**config.mk**
```make
export PLATFORM = sky130hd
export DESIGN_NAME = data_mem_responder_flat
export DESIGN_NICKNAME = d
export VERILOG_FILES = /design/src/rtl/data_mem_responder_pkg.sv /design/src/rtl/data_mem_responder_if.sv /design/src/rtl/data_mem_array.sv /design/src/rtl/data_mem_responder.sv /design/src/flat_wrapper.sv
export SDC_FILE = /design/constraint.sdc
export NUM_CORES = 2
export LEC_CHECK = 0
export BUFFER_PORTS_ARGS = -buffer_cell sky130_fd_sc_hd__buf_4
export CORE_MARGIN = 3
export CORE_UTILIZATION = 30
export CTS_CLUSTER_DIAMETER = 120
export DETAILED_ROUTE_END_ITERATION = 8
export HOLD_SLACK_MARGIN = 0.08
export PLACE_DENSITY = 0.4
export SLEW_MARGIN = 20
export SYNTH_ARGS = -nofsm -noshare
export SYNTH_HDL_FRONTEND = slang
export SYNTH_SLANG_ARGS = --single-unit
export TNS_END_PERCENT = 1
```
**constraint.sdc**
```tcl
create_clock -name clk -period 6.7 [get_ports clk]
set_clock_uncertainty 0.1 [all_clocks]
set_input_delay 1.005 -clock clk [delete_from_list [all_inputs] [get_ports clk]]
set_output_delay 1.005 -clock clk [all_outputs]
set_load 0.02 [all_outputs]
```
**src/rtl/data_mem_responder_pkg.sv**
```systemverilog
// Shared types and defaults for the CPU data-memory responder.
// Contents: default geometry constants, request/response structs, byte-enable
// type, the responder state enum and the address fault helper.
package data_mem_responder_pkg;

    localparam int          DefDataWidth    = 32;
    localparam int          DefDataCapacity = 128;
    localparam logic [31:0] DefDataOffset   = 32'h1001_0000;
    localparam int          DefWaitStates   = 2;

    typedef logic [DefDataWidth/8-1:0] ByteEnable;

    typedef struct packed {
        logic                    write;
        logic [31:0]             addr;
        ByteEnable               be;
        logic [DefDataWidth-1:0] wdata;
    } DataMemReq;

    typedef struct packed {
        logic                    err;
        logic [DefDataWidth-1:0] rdata;
    } DataMemResp;

    typedef enum logic [1:0] {
        Idle = 2'd0,
        Wait = 2'd1,
        Resp = 2'd2
    } DataMemState;

    // A request faults when it lies below the window, at or beyond its end,
    // or is not word aligned. off is addr - base (wraps when addr < base,
    // which the first term catches).
    function automatic logic addrFault(input logic [31:0] addr,
                                       input logic [31:0] base,
                                       input logic [31:0] off,
                                       input logic [31:0] limit);
        return (addr < base) || (off >= limit) || (addr[1:0] != 2'b00);
    endfunction

endpackage

```
**src/rtl/data_mem_responder_if.sv**
```systemverilog
// Request/response bundle between the CPU memory stage and the data responder.
// master: CPU side (drives request and resp_ready).
// slave : responder side (drives req_ready and the response).
interface data_mem_responder_if
    import data_mem_responder_pkg::*;
#(
    parameter int DataWidth = DefDataWidth
) ();

    logic                   req_valid;
    logic                   req_ready;
    logic                   req_write;
    logic [31:0]            req_addr;
    logic [DataWidth/8-1:0] req_be;
    logic [DataWidth-1:0]   req_wdata;
    logic                   resp_valid;
    logic                   resp_ready;
    logic [DataWidth-1:0]   resp_rdata;
    logic                   resp_err;

    modport master (
        output req_valid, req_write, req_addr, req_be, req_wdata, resp_ready,
        input  req_ready, resp_valid, resp_rdata, resp_err
    );

    modport slave (
        input  req_valid, req_write, req_addr, req_be, req_wdata, resp_ready,
        output req_ready, resp_valid, resp_rdata, resp_err
    );

endinterface

```
**src/rtl/data_mem_array.sv**
```systemverilog
// Word storage for the data responder: DataCapacity x DataWidth, synchronous
// byte-lane write and registered read. Contents are intentionally not reset.
// Ports: clk, we (write strobe), re (read strobe), index (word index),
//        be (lane enables), wdata, rdata (registered read data).
module data_mem_array #(
    parameter int DataWidth     = 32,
    parameter int DataCapacity  = 128,
    parameter int DataAddrWidth = 7
) (
    input  logic                     clk,
    input  logic                     we,
    input  logic                     re,
    input  logic [DataAddrWidth-1:0] index,
    input  logic [DataWidth/8-1:0]   be,
    input  logic [DataWidth-1:0]     wdata,
    output logic [DataWidth-1:0]     rdata
);

    logic [DataWidth-1:0] mem_r [DataCapacity];
    logic [DataWidth-1:0] rdata_r;

    // Byte-lane write: only enabled lanes change; be == 0 leaves the word intact.
    always_ff @(posedge clk) begin
        if (we) begin
            for (int i = 0; i < DataWidth/8; i++) begin
                if (be[i]) begin
                    mem_r[index][i*8 +: 8] <= wdata[i*8 +: 8];
                end
            end
        end
    end

    // Registered read; value holds until the next read strobe.
    always_ff @(posedge clk) begin
        if (re) begin
            rdata_r <= mem_r[index];
        end
    end

    assign rdata = rdata_r;

endmodule

```
**src/rtl/data_mem_responder.sv**
```systemverilog
// Memory-side responder for the CPU data port. Accepts one load/store at a
// time, waits WaitStates cycles, then checks the address, accesses storage
// and presents the response until the CPU takes it.
// Ports: clk, rst_n (async active-low), bus (slave side of the request/response
//        bundle), err_addr (last faulting address), err_count (saturating faults).
module data_mem_responder
    import data_mem_responder_pkg::*;
#(
    parameter int          DataWidth    = DefDataWidth,
    parameter int          DataCapacity = DefDataCapacity,
    parameter logic [31:0] DataOffset   = DefDataOffset,
    parameter int          WaitStates   = DefWaitStates
) (
    input  logic                 clk,
    input  logic                 rst_n,
    data_mem_responder_if.slave  bus,
    output logic [31:0]          err_addr,
    output logic [7:0]           err_count
);

    localparam int          DataAddrWidth = $clog2(DataCapacity);
    localparam logic [31:0] DataLimit     = 32'(DataCapacity * 4);
    localparam logic [3:0]  WaitLoad      = (WaitStates > 0) ? 4'(WaitStates - 1) : 4'd0;
    localparam logic        ZeroWait      = (WaitStates == 0);

    DataMemState              state_r, next_state_s;
    logic [3:0]               wait_cnt_r;
    DataMemReq                req_r, req_in_s, req_eff_s;
    DataMemResp               resp_s;
    logic                     xfer_s, enter_resp_s, fault_s;
    logic [31:0]              off_s;
    logic [DataAddrWidth-1:0] index_s;
    logic                     arr_we_s, arr_re_s;
    logic [DataWidth-1:0]     arr_rdata_s;
    logic                     resp_err_r, load_ok_r;
    logic [31:0]              err_addr_r;
    logic [7:0]               err_count_r;

    // Next-state logic: transfer only in Idle, response held until resp_ready.
    always_comb begin
        next_state_s = state_r;
        xfer_s       = 1'b0;
        enter_resp_s = 1'b0;
        case (state_r)
            Idle: begin
                if (bus.req_valid) begin
                    xfer_s = 1'b1;
                    if (ZeroWait) begin
                        next_state_s = Resp;
                        enter_resp_s = 1'b1;
                    end else begin
                        next_state_s = Wait;
                    end
                end else begin
                    next_state_s = Idle;
                end
            end
            Wait: begin
                if (wait_cnt_r == 4'd0) begin
                    next_state_s = Resp;
                    enter_resp_s = 1'b1;
                end else begin
                    next_state_s = Wait;
                end
            end
            Resp: begin
                if (bus.resp_ready) begin
                    next_state_s = Idle;
                end else begin
                    next_state_s = Resp;
                end
            end
            default: next_state_s = Idle;
        endcase
    end

    // Translation and fault check; with zero wait states the access happens on
    // the transfer edge itself, so the live bus request is used instead of the latch.
    always_comb begin
        req_in_s  = '{write: bus.req_write, addr: bus.req_addr,
                      be: bus.req_be, wdata: bus.req_wdata};
        req_eff_s = (state_r == Idle) ? req_in_s : req_r;
        off_s     = req_eff_s.addr - DataOffset;
        index_s   = off_s[DataAddrWidth+1:2];
        fault_s   = addrFault(req_eff_s.addr, DataOffset, off_s, DataLimit);
        arr_we_s  = enter_resp_s && !fault_s && req_eff_s.write;
        arr_re_s  = enter_resp_s && !fault_s && !req_eff_s.write;
    end

    // State register.
    always_ff @(posedge clk or negedge rst_n) begin
        if (!rst_n) begin
            state_r <= Idle;
        end else begin
            state_r <= next_state_s;
        end
    end

    // Wait-state counter and request latch.
    always_ff @(posedge clk or negedge rst_n) begin
        if (!rst_n) begin
            wait_cnt_r <= 4'd0;
            req_r      <= '0;
        end else if (xfer_s) begin
            wait_cnt_r <= WaitLoad;
            req_r      <= req_in_s;
        end else if ((state_r == Wait) && (wait_cnt_r != 4'd0)) begin
            wait_cnt_r <= wait_cnt_r - 4'd1;
        end
    end

    // Response flags: set on RESP entry, cleared once the CPU takes the response.
    always_ff @(posedge clk or negedge rst_n) begin
        if (!rst_n) begin
            resp_err_r <= 1'b0;
            load_ok_r  <= 1'b0;
        end else if (enter_resp_s) begin
            resp_err_r <= fault_s;
            load_ok_r  <= !fault_s && !req_eff_s.write;
        end else if ((state_r == Resp) && bus.resp_ready) begin
            resp_err_r <= 1'b0;
            load_ok_r  <= 1'b0;
        end
    end

    // Fault bookkeeping for the exception path; count saturates at 255.
    always_ff @(posedge clk or negedge rst_n) begin
        if (!rst_n) begin
            err_addr_r  <= 32'd0;
            err_count_r <= 8'd0;
        end else if (enter_resp_s && fault_s) begin
            err_addr_r <= req_eff_s.addr;
            if (err_count_r != 8'hFF) begin
                err_count_r <= err_count_r + 8'd1;
            end
        end
    end

    data_mem_array #(
        .DataWidth     (DataWidth),
        .DataCapacity  (DataCapacity),
        .DataAddrWidth (DataAddrWidth)
    ) u_array (
        .clk   (clk),
        .we    (arr_we_s),
        .re    (arr_re_s),
        .index (index_s),
        .be    (req_eff_s.be),
        .wdata (req_eff_s.wdata),
        .rdata (arr_rdata_s)
    );

    // Read data only reaches the bus for successful loads; stores and faults read 0.
    assign resp_s.err   = resp_err_r;
    assign resp_s.rdata = load_ok_r ? arr_rdata_s : {DataWidth{1'b0}};

    assign bus.req_ready  = (state_r == Idle);
    assign bus.resp_valid = (state_r == Resp);
    assign bus.resp_err   = resp_s.err;
    assign bus.resp_rdata = resp_s.rdata;
    assign err_addr       = err_addr_r;
    assign err_count      = err_count_r;

endmodule
```
**src/flat_wrapper.sv**
```systemverilog
// flat-port wrapper written by rule: the top's interface ports become plain ports
module data_mem_responder_flat import data_mem_responder_pkg::*;
#(
    parameter int          DataWidth    = DefDataWidth,
    parameter int          DataCapacity = DefDataCapacity,
    parameter logic [31:0] DataOffset   = DefDataOffset,
    parameter int          WaitStates   = DefWaitStates
)
  (clk, rst_n, err_addr, err_count, bus_req_valid, bus_req_write, bus_req_addr, bus_req_be, bus_req_wdata, bus_resp_ready, bus_req_ready, bus_resp_valid, bus_resp_rdata, bus_resp_err);
  data_mem_responder_if #(.DataWidth(DataWidth)) bus_i ();
  input  logic clk;
  input  logic rst_n;
  output logic [31:0] err_addr;
  output logic [7:0] err_count;
  input wire logic [$bits(bus_i.req_valid)-1:0] bus_req_valid;
  input wire logic [$bits(bus_i.req_write)-1:0] bus_req_write;
  input wire logic [$bits(bus_i.req_addr)-1:0] bus_req_addr;
  input wire logic [$bits(bus_i.req_be)-1:0] bus_req_be;
  input wire logic [$bits(bus_i.req_wdata)-1:0] bus_req_wdata;
  input wire logic [$bits(bus_i.resp_ready)-1:0] bus_resp_ready;
  output wire logic [$bits(bus_i.req_ready)-1:0] bus_req_ready;
  output wire logic [$bits(bus_i.resp_valid)-1:0] bus_resp_valid;
  output wire logic [$bits(bus_i.resp_rdata)-1:0] bus_resp_rdata;
  output wire logic [$bits(bus_i.resp_err)-1:0] bus_resp_err;
  assign bus_i.req_valid = bus_req_valid;
  assign bus_i.req_write = bus_req_write;
  assign bus_i.req_addr = bus_req_addr;
  assign bus_i.req_be = bus_req_be;
  assign bus_i.req_wdata = bus_req_wdata;
  assign bus_i.resp_ready = bus_resp_ready;
  assign bus_req_ready = bus_i.req_ready;
  assign bus_resp_valid = bus_i.resp_valid;
  assign bus_resp_rdata = bus_i.resp_rdata;
  assign bus_resp_err = bus_i.resp_err;
  data_mem_responder #(.DataWidth(DataWidth), .DataCapacity(DataCapacity), .DataOffset(DataOffset), .WaitStates(WaitStates)) u_core (.clk(clk), .rst_n(rst_n), .bus(bus_i), .err_addr(err_addr), .err_count(err_count));
endmodule
```
==> impl_metrics.tcl <==
set metrics [dict create \
    status "completed" \
    p_leak_nw 62.0 \
    worst-slew-pin-transition_ns 1.21 \
    worstPathArrival_ns 6.57 \
    vias 103000 \
    layout.nets 11100 \
    core_area_sq_um 534000 \
    ant_nets 0 \
    drt_first_pass_iters 9 \
    whs_path_depth 3 \
    r2r-end "u_core.u_array.rdata[8]" \
    min_path_type "input port to register" \
    hpwl_microns 405000 \
    p_per_area_nw_per_um2 475 \
    numCtsBuffers 454 \
    reg2reg_slack_ns 0.77 \
    clock-root-buffer "clkbuf_16" \
    clk_path_buf_depth 4 \
    slew_headroom_pct 17.4 \
    synthFlopType "edfxtp_1" \
    layout_setup_ws_ns 0.775 \
    final_area_sq_um 192000 \
    grt_max_degree 129 \
    period_share_pct 88.4 \
    irDropWorstVdd_mv 0.477 \
    grt_pass1_vias 100000 \
    die_h_microns 739 \
    hold_path_startpoint "bus_req_addr[3]" \
    die_w_microns 739 \
    worst-r2r-cell-count 11 \
    initial_utilization_pct 30.2 \
    fillers 50300 \
    startpoint_type "register" \
    drive_gt1_share_pct 16.3 \
    clkLatencyLatePin_ns 1.07 \
    synth-edff-count 4128 \
    r2r-start "u_core.state_r[1]" \
    drc 0 \
    max_freq_ghz 0.169 \
    seq_area_frac_synth_pct 78.7 \
    total_power_mw 91.4 \
    area_growth_pct 19.3 \
    criticalPathCategory "register to register" \
    path_buf_inv 4 \
    io_buffers 147 \
    min_period_ns 5.93 \
    dp_slack_ns 0.897 \
    path_clk_slew_ns 0.06 \
    pin_count 148 \
    placed_area_sq_um 177000 \
    slowest_stage "o21ai_0" \
    ys_ff_latch 4245 \
    totalNegativeSetupSlack_ns 0 \
    tritoncts "yes" \
    whs_ns 0.184 \
    wl_per_cell_microns 35.3 \
    synth_area_per_cell_sq_um 15.9 \
    syn_inst 10100 \
    placementRows 268 \
    rsz0062_at_grt "no" \
    wl_microns 656000 \
    setup_viol 0 \
    cp.required_ns 7.35 \
    synth_nets 10200 \
    cpLargestDelayFamily "compound AO/OA/AOI/OAI gates" \
    synth-async-reset-ratio_pct 2.76 \
    grt-ovfl-total 0 \
    crit_fanout 60 \
    htreeDepth 5 \
    drt_iter0_drc 12100 \
    synth.yosys.warnings 0 \
    cts.sinks 4245 \
    min_to "u_core.req_r[39]" \
    critPathMaxStageDelay_ns 0.98 \
    gp_congestion 0.830 \
    grt_pass1_wl_microns 887000 \
    crit_chain "or2_2 > inv_6 > buf_4 > o21a_4 > buf_12 > buf_4 > o22ai_1 > o21ai_0 > o21ai_0 > nor4_1 > nand3_1" \
    cp-end-kind "register" \
    synth.distinct_cells 73 \
    cap_violations 0 \
    antenna_found_initial 58 \
    cts_setup_buffers 0 \
    via_per_inst 5.52 \
    cp-startpoint "u_core.state_r[1]" \
    syn_area_sq_um 161000 \
    grt_usage_pct 23.2 \
    die-area_sq_um 546000 \
    hold_viol_final 0 \
    report.final.slew_viol_count 0 \
]
-- what timing repair did --
| item | 4_1_cts | 5_1_grt |
|---|---|---|
| endpoints found under the setup margin | 0 | 0 |
| hold endpoints to repair | 146 | 0 |
| hold buffers | 66 | 0 |
| gates resized for setup | 0 | 0 |
-- tightest hold or removal path, delay by kind of cell --
| kind | cells | cell delay [ns] |
|---|---|---|
| buf+inv | 1 | 0.16 |
| simple gates | 2 | 0.11 |
-- cells in the final DEF, fill, tap and decap left out, types with 19 or more instances in the layout --
cell,count
a22o_1,209
o21ai_0,240
a221oi_1,304
a31oi_1,273
nor2_4,34
nor4_1,65
nand4_1,81
a2111oi_0,38
clkinv_1,118
buf_4,988
clkbuf_1,104
dlygate4sd3_1,66
buf_12,82
a222oi_1,19
o221ai_1,52
nand2_4,48
bufinv_16,42
clkbuf_16,460
mux2i_1,320
nor2_1,139
dfrtp_1,116
nand3_1,50
and2_1,32
a22oi_1,689
o22ai_1,101
edfxtp_1,4128
nor3_1,498
diode_2,40
nand2_1,1273
clkinv_2,75
a21oi_1,444
-- power by group --
group          internal [mW]  switching [mW]  total, mW
Clock                   14.2            10.8       24.9
Sequential              34.9           0.294       35.2
Combinational           6.78            24.5       31.3
-- routing by layer --
layer / vias up / GRT usage [%] / routed length (microns)
met3: 812 / 3.20 / 43500
met5: - / 0 / 93
met4: 14 / 6.23 / 18600
met1: 54700 / 32.4 / 284000
met2: 4614 / 37.8 / 310000
li1: 42400 / - / -
-- registers in the layout, summed over array words and instances (netlist names) --
name and count:
u_core.u_array.mem_r 4096, u_core.state_r 2, u_core.load_ok_r 1, u_core.req_r 69, u_core.u_array.rdata 32, u_core.bus.resp_err 1
u_core.wait_cnt_r 4, u_core.err_count 8, u_core.err_addr 32
-- final cells by class --
class                           count  area [sq um]  share of cell area [%]
Timing Repair Buffer             1144          9930                    5.16
Clock inverter                    276          2570                    1.34
Antenna cell                       40           100                  0.0520
Clock buffer                      564         11900                    6.19
Sequential cell                  4245        127000                    65.9
Inverter                            8          35.0                  0.0182
Multi-Input combinational cell   5151         32000                    16.6
Tap cell                         7155          8950                    4.65
-- cells in the mapped netlist (6+ instances only) --
cell type     n  area [sq um]
buf_2       275          1380
nand2_1    1328          4980
o41ai_1       9          78.8
nor2_1      178           668
a22oi_1     689          5170
and2_1       33           206
o211ai_1     10          75.1
nor4_1       70           438
buf_4        19           143
a31oi_1     275          1720
clkbuf_1    316          1190
a21oi_1     444          2220
buf_6        11           124
nor3_1      501          2510
o21ai_0     244          1220
o221ai_1     52           455
a2111oi_0    46           403
mux2_2        7          78.8
nand2b_1     11          68.8
nand3_1      50           250
a41oi_1      11          96.3
nand4_1      81           507
a222oi_1     19           190
o21a_1       16           120
a221oi_1    304          2660
o22ai_1     105           657
o2111ai_1     6          52.6
a211oi_1     10          75.1
or4_1        13          97.6
a22o_1      209          1830
dfrtp_1     117          2930
inv_1         7          26.3
buf_1       124           465
o31a_1        6          52.6
and3_1        9          56.3
edfxtp_1   4128        124000
and4_1       14           123
mux2i_1     321          3210
-- kinds of logic (layout without fill, tap and decap cells) --
group           count (synthesis)  count (layout)  share of synthesized area [%]
flops                        4245            4245                           78.7
compound gates               2496            2496                           10.9
simple gates                 2312            2312                           6.26
buf+inv                       753            1992                           2.06
mux                           330             330                           2.06
xor+xnor                       10              10                         0.0543
fa+ha+maj                       3               3                         0.0233
other cells                     0              40                              0
-- stage by stage --
stage | utilization [%] | cells
after floorplan | - | 10100
after global placement | 33.1 | 17600
after detailed placement | 33.1 | 17600
after CTS | 36.0 | 18500
after global routing | 36.0 | 18500
final | 36.0 | 18600
-- how the worst max path moves through the flow --
stage                                   endpoint  slack, ns  cells after the start
floorplan            u_core.u_array.mem_r[0][23]       2.27                     11
global placement    u_core.u_array.mem_r[41][11]      -0.20                     10
detailed placement      u_core.u_array.rdata[18]       0.90                     11
CTS                     u_core.u_array.rdata[18]       0.86                     11
global route            u_core.u_array.rdata[18]       0.81                     11
finish                   u_core.u_array.rdata[8]       0.77                     11
(Power assumes the default switching activity.)
